`src/rtl/vertex_scheduler.sv`:
```
// Frame sequencer for the MVP transform unit: runs an optional pose update pass,
// then one transform per vertex, and streams each result out over valid/ready.
module vertex_scheduler #(
    parameter int ADDR_W = 10
) (
    input  logic              clock,
    input  logic              reset,
    input  logic              frame_start,
    input  logic              update_pose,
    input  logic [31:0]       roll,
    input  logic [31:0]       pitch,
    input  logic [31:0]       yaw,
    input  logic [31:0]       cam_x,
    input  logic [31:0]       cam_y,
    input  logic [31:0]       cam_z,
    input  logic [ADDR_W:0]   num_vertices,
    output logic [ADDR_W-1:0] vtx_addr,
    input  logic [31:0]       vtx_x,
    input  logic [31:0]       vtx_y,
    input  logic [31:0]       vtx_z,
    output logic              mvp_start,
    output logic              mvp_update,
    output logic [31:0]       mvp_roll,
    output logic [31:0]       mvp_pitch,
    output logic [31:0]       mvp_yaw,
    output logic [31:0]       mvp_x,
    output logic [31:0]       mvp_y,
    output logic [31:0]       mvp_z,
    input  logic              mvp_done,
    input  logic [31:0]       mvp_ox,
    input  logic [31:0]       mvp_oy,
    input  logic [31:0]       mvp_oz,
    output logic              out_valid,
    input  logic              out_ready,
    output logic [31:0]       out_x,
    output logic [31:0]       out_y,
    output logic [31:0]       out_z,
    output logic [ADDR_W-1:0] out_index,
    output logic              out_last,
    output logic              busy,
    output logic              frame_done,
    output logic              overrun
);

    typedef enum logic [3:0] {
        IDLE, UPD_START, UPD_GUARD, UPD_WAIT, FETCH, LOAD,
        XF_START, XF_GUARD, XF_WAIT, EMIT, DONE
    } state_t;

    localparam logic [ADDR_W:0] MAX_COUNT = {1'b1, {ADDR_W{1'b0}}};
    localparam logic [ADDR_W:0] ONE       = {{ADDR_W{1'b0}}, 1'b1};

    state_t          state;
    logic [31:0]     cam_x_q, cam_y_q, cam_z_q;
    logic [31:0]     vert_x_q, vert_y_q, vert_z_q;
    logic [ADDR_W:0] count_q, index_q;
    logic [ADDR_W:0] count_clamped;
    logic            upd_phase, is_last;

    assign count_clamped = (num_vertices > MAX_COUNT) ? MAX_COUNT : num_vertices;
    // Full-width compare so a 2^ADDR_W frame reaches its last vertex without the index wrapping.
    assign is_last       = (index_q == count_q - ONE);
    assign upd_phase     = (state == UPD_START) || (state == UPD_GUARD) || (state == UPD_WAIT);

    // Start is gated by mvp_done so a request can never reach a busy transform unit.
    assign mvp_start  = ((state == UPD_START) || (state == XF_START)) && mvp_done;
    assign mvp_update = (state == UPD_START) && mvp_done;
    assign mvp_x      = upd_phase ? cam_x_q : vert_x_q;
    assign mvp_y      = upd_phase ? cam_y_q : vert_y_q;
    assign mvp_z      = upd_phase ? cam_z_q : vert_z_q;
    assign vtx_addr   = index_q[ADDR_W-1:0];
    assign busy       = (state != IDLE);
    assign overrun    = frame_start && (state != IDLE);

    always_ff @(posedge clock or negedge reset) begin
        if (!reset) begin
            state      <= IDLE;
            mvp_roll   <= '0;
            mvp_pitch  <= '0;
            mvp_yaw    <= '0;
            cam_x_q    <= '0;
            cam_y_q    <= '0;
            cam_z_q    <= '0;
            vert_x_q   <= '0;
            vert_y_q   <= '0;
            vert_z_q   <= '0;
            count_q    <= '0;
            index_q    <= '0;
            out_valid  <= 1'b0;
            out_x      <= '0;
            out_y      <= '0;
            out_z      <= '0;
            out_index  <= '0;
            out_last   <= 1'b0;
            frame_done <= 1'b0;
        end else begin
            case (state)
                IDLE: begin
                    if (frame_start) begin
                        mvp_roll  <= roll;
                        mvp_pitch <= pitch;
                        mvp_yaw   <= yaw;
                        cam_x_q   <= cam_x;
                        cam_y_q   <= cam_y;
                        cam_z_q   <= cam_z;
                        count_q   <= count_clamped;
                        index_q   <= '0;
                        if (update_pose) begin
                            state <= UPD_START;
                        end else if (count_clamped == '0) begin
                            state      <= DONE;
                            frame_done <= 1'b1;
                        end else begin
                            state <= FETCH;
                        end
                    end
                end
                UPD_START: if (mvp_done) state <= UPD_GUARD;
                UPD_GUARD: state <= UPD_WAIT;
                UPD_WAIT: begin
                    if (mvp_done) begin
                        if (count_q == '0) begin
                            state      <= DONE;
                            frame_done <= 1'b1;
                        end else begin
                            state <= FETCH;
                        end
                    end
                end
                FETCH: state <= LOAD;
                LOAD: begin
                    vert_x_q <= vtx_x;
                    vert_y_q <= vtx_y;
                    vert_z_q <= vtx_z;
                    state    <= XF_START;
                end
                XF_START: if (mvp_done) state <= XF_GUARD;
                XF_GUARD: state <= XF_WAIT;
                XF_WAIT: begin
                    if (mvp_done) begin
                        out_x     <= mvp_ox;
                        out_y     <= mvp_oy;
                        out_z     <= mvp_oz;
                        out_index <= index_q[ADDR_W-1:0];
                        out_last  <= is_last;
                        out_valid <= 1'b1;
                        state     <= EMIT;
                    end
                end
                EMIT: begin
                    if (out_ready) begin
                        out_valid <= 1'b0;
                        if (out_last) begin
                            state      <= DONE;
                            frame_done <= 1'b1;
                        end else begin
                            index_q <= index_q + ONE;
                            state   <= FETCH;
                        end
                    end
                end
                DONE: begin
                    frame_done <= 1'b0;
                    state      <= IDLE;
                end
                default: state <= IDLE;
            endcase
        end
    end

endmodule

```
`config.mk`:
```
export PLATFORM = sky130hd
export DESIGN_NAME = vertex_scheduler
export DESIGN_NICKNAME = d
export VERILOG_FILES = /design/src/rtl/vertex_scheduler.sv
export SDC_FILE = /design/constraint.sdc
export NUM_CORES = 1
export LEC_CHECK = 0
export CORE_AREA = 2 2 281 283
export DETAILED_ROUTE_END_ITERATION = 16
export DIE_AREA = 0 0 283 285
export MAX_ROUTING_LAYER = met4
export PLACE_DENSITY_LB_ADDON = 0.08
export SETUP_SLACK_MARGIN = 0.05
export SYNTH_ARGS = -nofsm -noshare
export SYNTH_HDL_FRONTEND = slang
export SYNTH_SLANG_ARGS = --single-unit
```
`constraint.sdc`:
```
create_clock -name clock -period 6.2 [get_ports clock]
set_input_delay 1.24 -clock clock [delete_from_list [all_inputs] [get_ports clock]]
set_output_delay 1.24 -clock clock [all_outputs]
set_load 0.005 [all_outputs]
```
==> run_results.csv <==
group,metric,value,unit
power,peakVddDrop,239.2,µV
worst_hold_path,hp-class,"register to register",
clock_tree,clock-sinks,423,
clock_tree,clk_latency,590,ps
final_layout,fillers,7788,
sta,maxSlewViolCount,0,
critical_path,r2r_end,"mvp_yaw[21]",
final_layout,multi_input_comb_area,0.006777,mm²
sta,fin_crit_sh,71.51,%
critical_path,critPathLaunchType,"register",
power,power,14220,µW
grt,gr-usage-all-layers,17.03,%
clock_tree,cts_inserted_buffers,53,
grt,grt_pass1_vias,14940,
outcome,status,"finished clean",
sta,worstMarginPinSlew,1121,ps
sta,max_slew_margin,25.28,%
critical_path,reg2regPathDepth,6,
synth,async_flop_share,100.0,%
clock_tree,cts_resized,0,
critical_path,crit_path_end_kind,"output pin",
synth,yosysWarnings,0,
critical_path,cp-startpoint,"state[3]",
grt,grt_pass1_wl,100.9,mm
power,p_leak,0.01239,µW
floorplan,fp.dieH,285,µm
place,numPortBuffers,715,
clock_tree,htreeDepth,2,
clock_tree,cts_setup_buffers,0,
critical_path,critPathCapture,"mvp_x[15]",
place,dp_hpwl,49.19,mm
critical_path,cpMaxStageDelayCell,"dfrtp_1",
clock_tree,clockBufferDepth,3,
synth,synth_flop_cell,"dfrtp_1",
sta,setup_tns,0,ps
detailed_routing,dr.first_iter.drc_count,523,
final_layout,final_layout_size_suffix_gt1_share,17.41,%
clock_tree,cts-root-buf,"clkbuf_16",
critical_path,crit_type,"register to output pin",
critical_path,timing.rr.start,"state[1]",
flow_run,cap_violations,0,
critical_path,cp_max_fo,46,
critical_path,critical_path_arrival,3190,ps
critical_path,crit_required,4960,ps
detailed_routing,vias_per_cell,4.162,
power,cellPowerDensity,510.7,mW/mm²
grt,grt_overflow_total,0,
detailed_routing,postRouteAntennaNets,0,
detailed_routing,via_count,14130,
grt,grt_max_degree,143,
sta,hold_viol_final,0,
sta,setup_ws,1766,ps
detailed_routing,drc,0,
floorplan,start_util,22.86,%
clock_tree,cts_tree,"built",
final_layout,nNetsFinal,2685,
sta,min_period,4434,ps
synth,yosysSeqAreaShare,59.39,%
sta,rsz0062_at_grt,"false",
final_layout,area_growth,56.22,%
floorplan,ioPinCount,716,
place,place_congestion,0.8172,
synth,ys_types,53,
synth,synth_edf_count,0,
synth,synth_area_per_cell,11.15,µm²
synth,synth_seq_cells,423,
detailed_routing,drt_wl_total,68.52,mm
floorplan,fp.coreArea,0.07797,mm²
floorplan,num_rows,103,
critical_path,cp_cell_sequence,"nor2_1, o21ai_4, buf_4, mux2_2, clkdlybuf4s50_1",
detailed_routing,wl_per_cell,20.18,µm
critical_path,reg2reg_slack,3240,ps
clock_tree,path_clk_slew,60,ps
final_layout,regArea,0.01059,mm²
critical_path,cpPeakStageDelay,720,ps
grt,antenna_found_initial,24,
sta,fmax,225.5,MHz
sta,setup_violations,0,
floorplan,die_w,283,µm
synth,syn_area,0.01782,mm²
sta,finClkSkew,19.19,ps
synth,syn-num-nets,2001,
detailed_routing,first_pass_iters,4,
floorplan,die-area,0.08066,mm²
synth,syn_inst,1598,
place,pre_cts_slack,1928,ps
clock_tree,postCtsHoldBufs,0,
worst max-delay path: cells and delay by family (launching register included):
family | cells | cell delay, ps
AOI/OAI and AO/OA | 1 | 140
buffers and inverters | 2 | 990
DFF | 1 | 720
muxes | 1 | 410
and+or+nand+nor | 1 | 260
flip-flops by register name (all words and copies together), names as in the netlist:
register / count
cam_x_q: 32
cam_y_q: 32
cam_z_q: 32
mvp_pitch: 32
mvp_roll: 32
mvp_yaw: 32
out_x: 32
out_y: 32
out_z: 32
vert_x_q: 32
vert_y_q: 32
vert_z_q: 32
count_q: 11
index_q: 11
out_index: 10
state: 4
frame_done: 1
out_last: 1
out_valid: 1
layout by cell type (no fill, tap or decap), types with 4 or more instances in the layout:
master | synthesis | layout
inv_1 | 5 | 5
clkinv_2 | 0 | 8
clkbuf_16 | 0 | 54
xnor2_1 | 12 | 12
a21oi_1 | 15 | 15
nand4_1 | 8 | 8
or3_1 | 5 | 5
nand3_1 | 5 | 4
clkbuf_1 | 53 | 12
nor3_1 | 7 | 6
and2_1 | 5 | 4
nor2_1 | 15 | 15
dfrtp_1 | 423 | 423
xor2_1 | 6 | 6
mux2_2 | 297 | 297
and3_1 | 4 | 4
nor4_1 | 7 | 7
o21ai_0 | 17 | 17
nor2b_1 | 4 | 4
nand2b_1 | 5 | 5
buf_4 | 10 | 8
nand3b_1 | 10 | 10
nand2_1 | 603 | 602
diode_2 | 0 | 26
a22o_1 | 4 | 4
clkdlybuf4s50_1 | 0 | 714
clkbuf_8 | 0 | 14
buf_12 | 0 | 6
synthesized netlist by cell type (all sizes together) (2+ instances only):
master,count,area (µm²)
o221ai,2,17.52
o211ai,3,22.52
nand3b,10,75.07
nand2,603,2263
a21oi,15,75.07
nor2b,4,25.02
a31oi,2,12.51
or3,5,31.28
clkbuf,53,198.9
buf,46,251.5
and2,5,31.28
ha,2,25.02
or2,2,12.51
mux2,297,3344
nand4,8,50.05
nand2b,5,31.28
nor4,7,43.79
or4,3,22.52
inv,5,18.77
and3,4,25.02
nor2,15,56.30
and3b,3,26.28
nor3,8,51.30
a22o,4,35.03
nand3,5,25.02
o31ai,2,15.01
dfrtp,423,10590
xor2,6,52.55
o21ai,20,100.1
xnor2,12,105.1
final cells by class:
class | instances | area share, %
well taps | 1050 | 4.718
inverters | 5 | 0.06740
repair buffers | 729 | 26.37
multi-input cells | 1070 | 24.34
clock inverters | 13 | 0.5572
clock buffers | 80 | 5.707
diodes | 26 | 0.2337
flip-flops and latches | 423 | 38.01
per-stage QoR:
step           area (µm²)  utilization, %  cells  hold WS (ps)
2_1_floorplan       17820               -   1598         441.7
3_3_place_gp        26040           33.39   3277         454.8
3_5_place_dp        26040           33.39   3277         458.4
4_1_cts             27780           35.63   3370         435.0
5_1_grt             27840           35.70   3393         449.7
6_report            27850           35.71   3396         468.1
cells by family after synthesis:
family	count (synthesis)	share of synthesized area, %
buffers and inverters	105	2.815
multiplexers	298	18.82
adder cells (fa/ha/maj)	2	0.1404
flip-flops	423	59.39
XOR/XNOR	18	0.8845
AO/OA/AOI/OAI	60	2.176
AND/OR/NAND/NOR	692	15.78
metal layers:
layer  GRT usage, %  up-vias  part of all wire [%]
li1               -     6659                     -
met1          18.29     6979                    37
met2          30.18      406                    53
met3          5.192       89                   7.3
met4          4.867        0                   2.2
met5              -        -                     0
power by group:
group	total (µW)	internal (µW)	switching [µW]
sequential	4830	4010	816
clock	3110	1880	1240
combinational	6280	3760	2520
total	14200	9650	4570
how the worst min path moves through the flow:
stage | from | end | slack (ps) | depth (start not counted)
floorplan | cam_x_q[0] | cam_x_q[0] | 440 | 2
global placement | cam_x_q[26] | cam_x_q[26] | 450 | 2
detailed placement | cam_x_q[30] | cam_x_q[30] | 460 | 2
CTS | reset | out_y[29] | 430 | 1
global route | reset | out_y[29] | 450 | 1
finish | cam_z_q[3] | cam_z_q[3] | 470 | 2
Note: power is estimated with default switching activity, not from simulation.
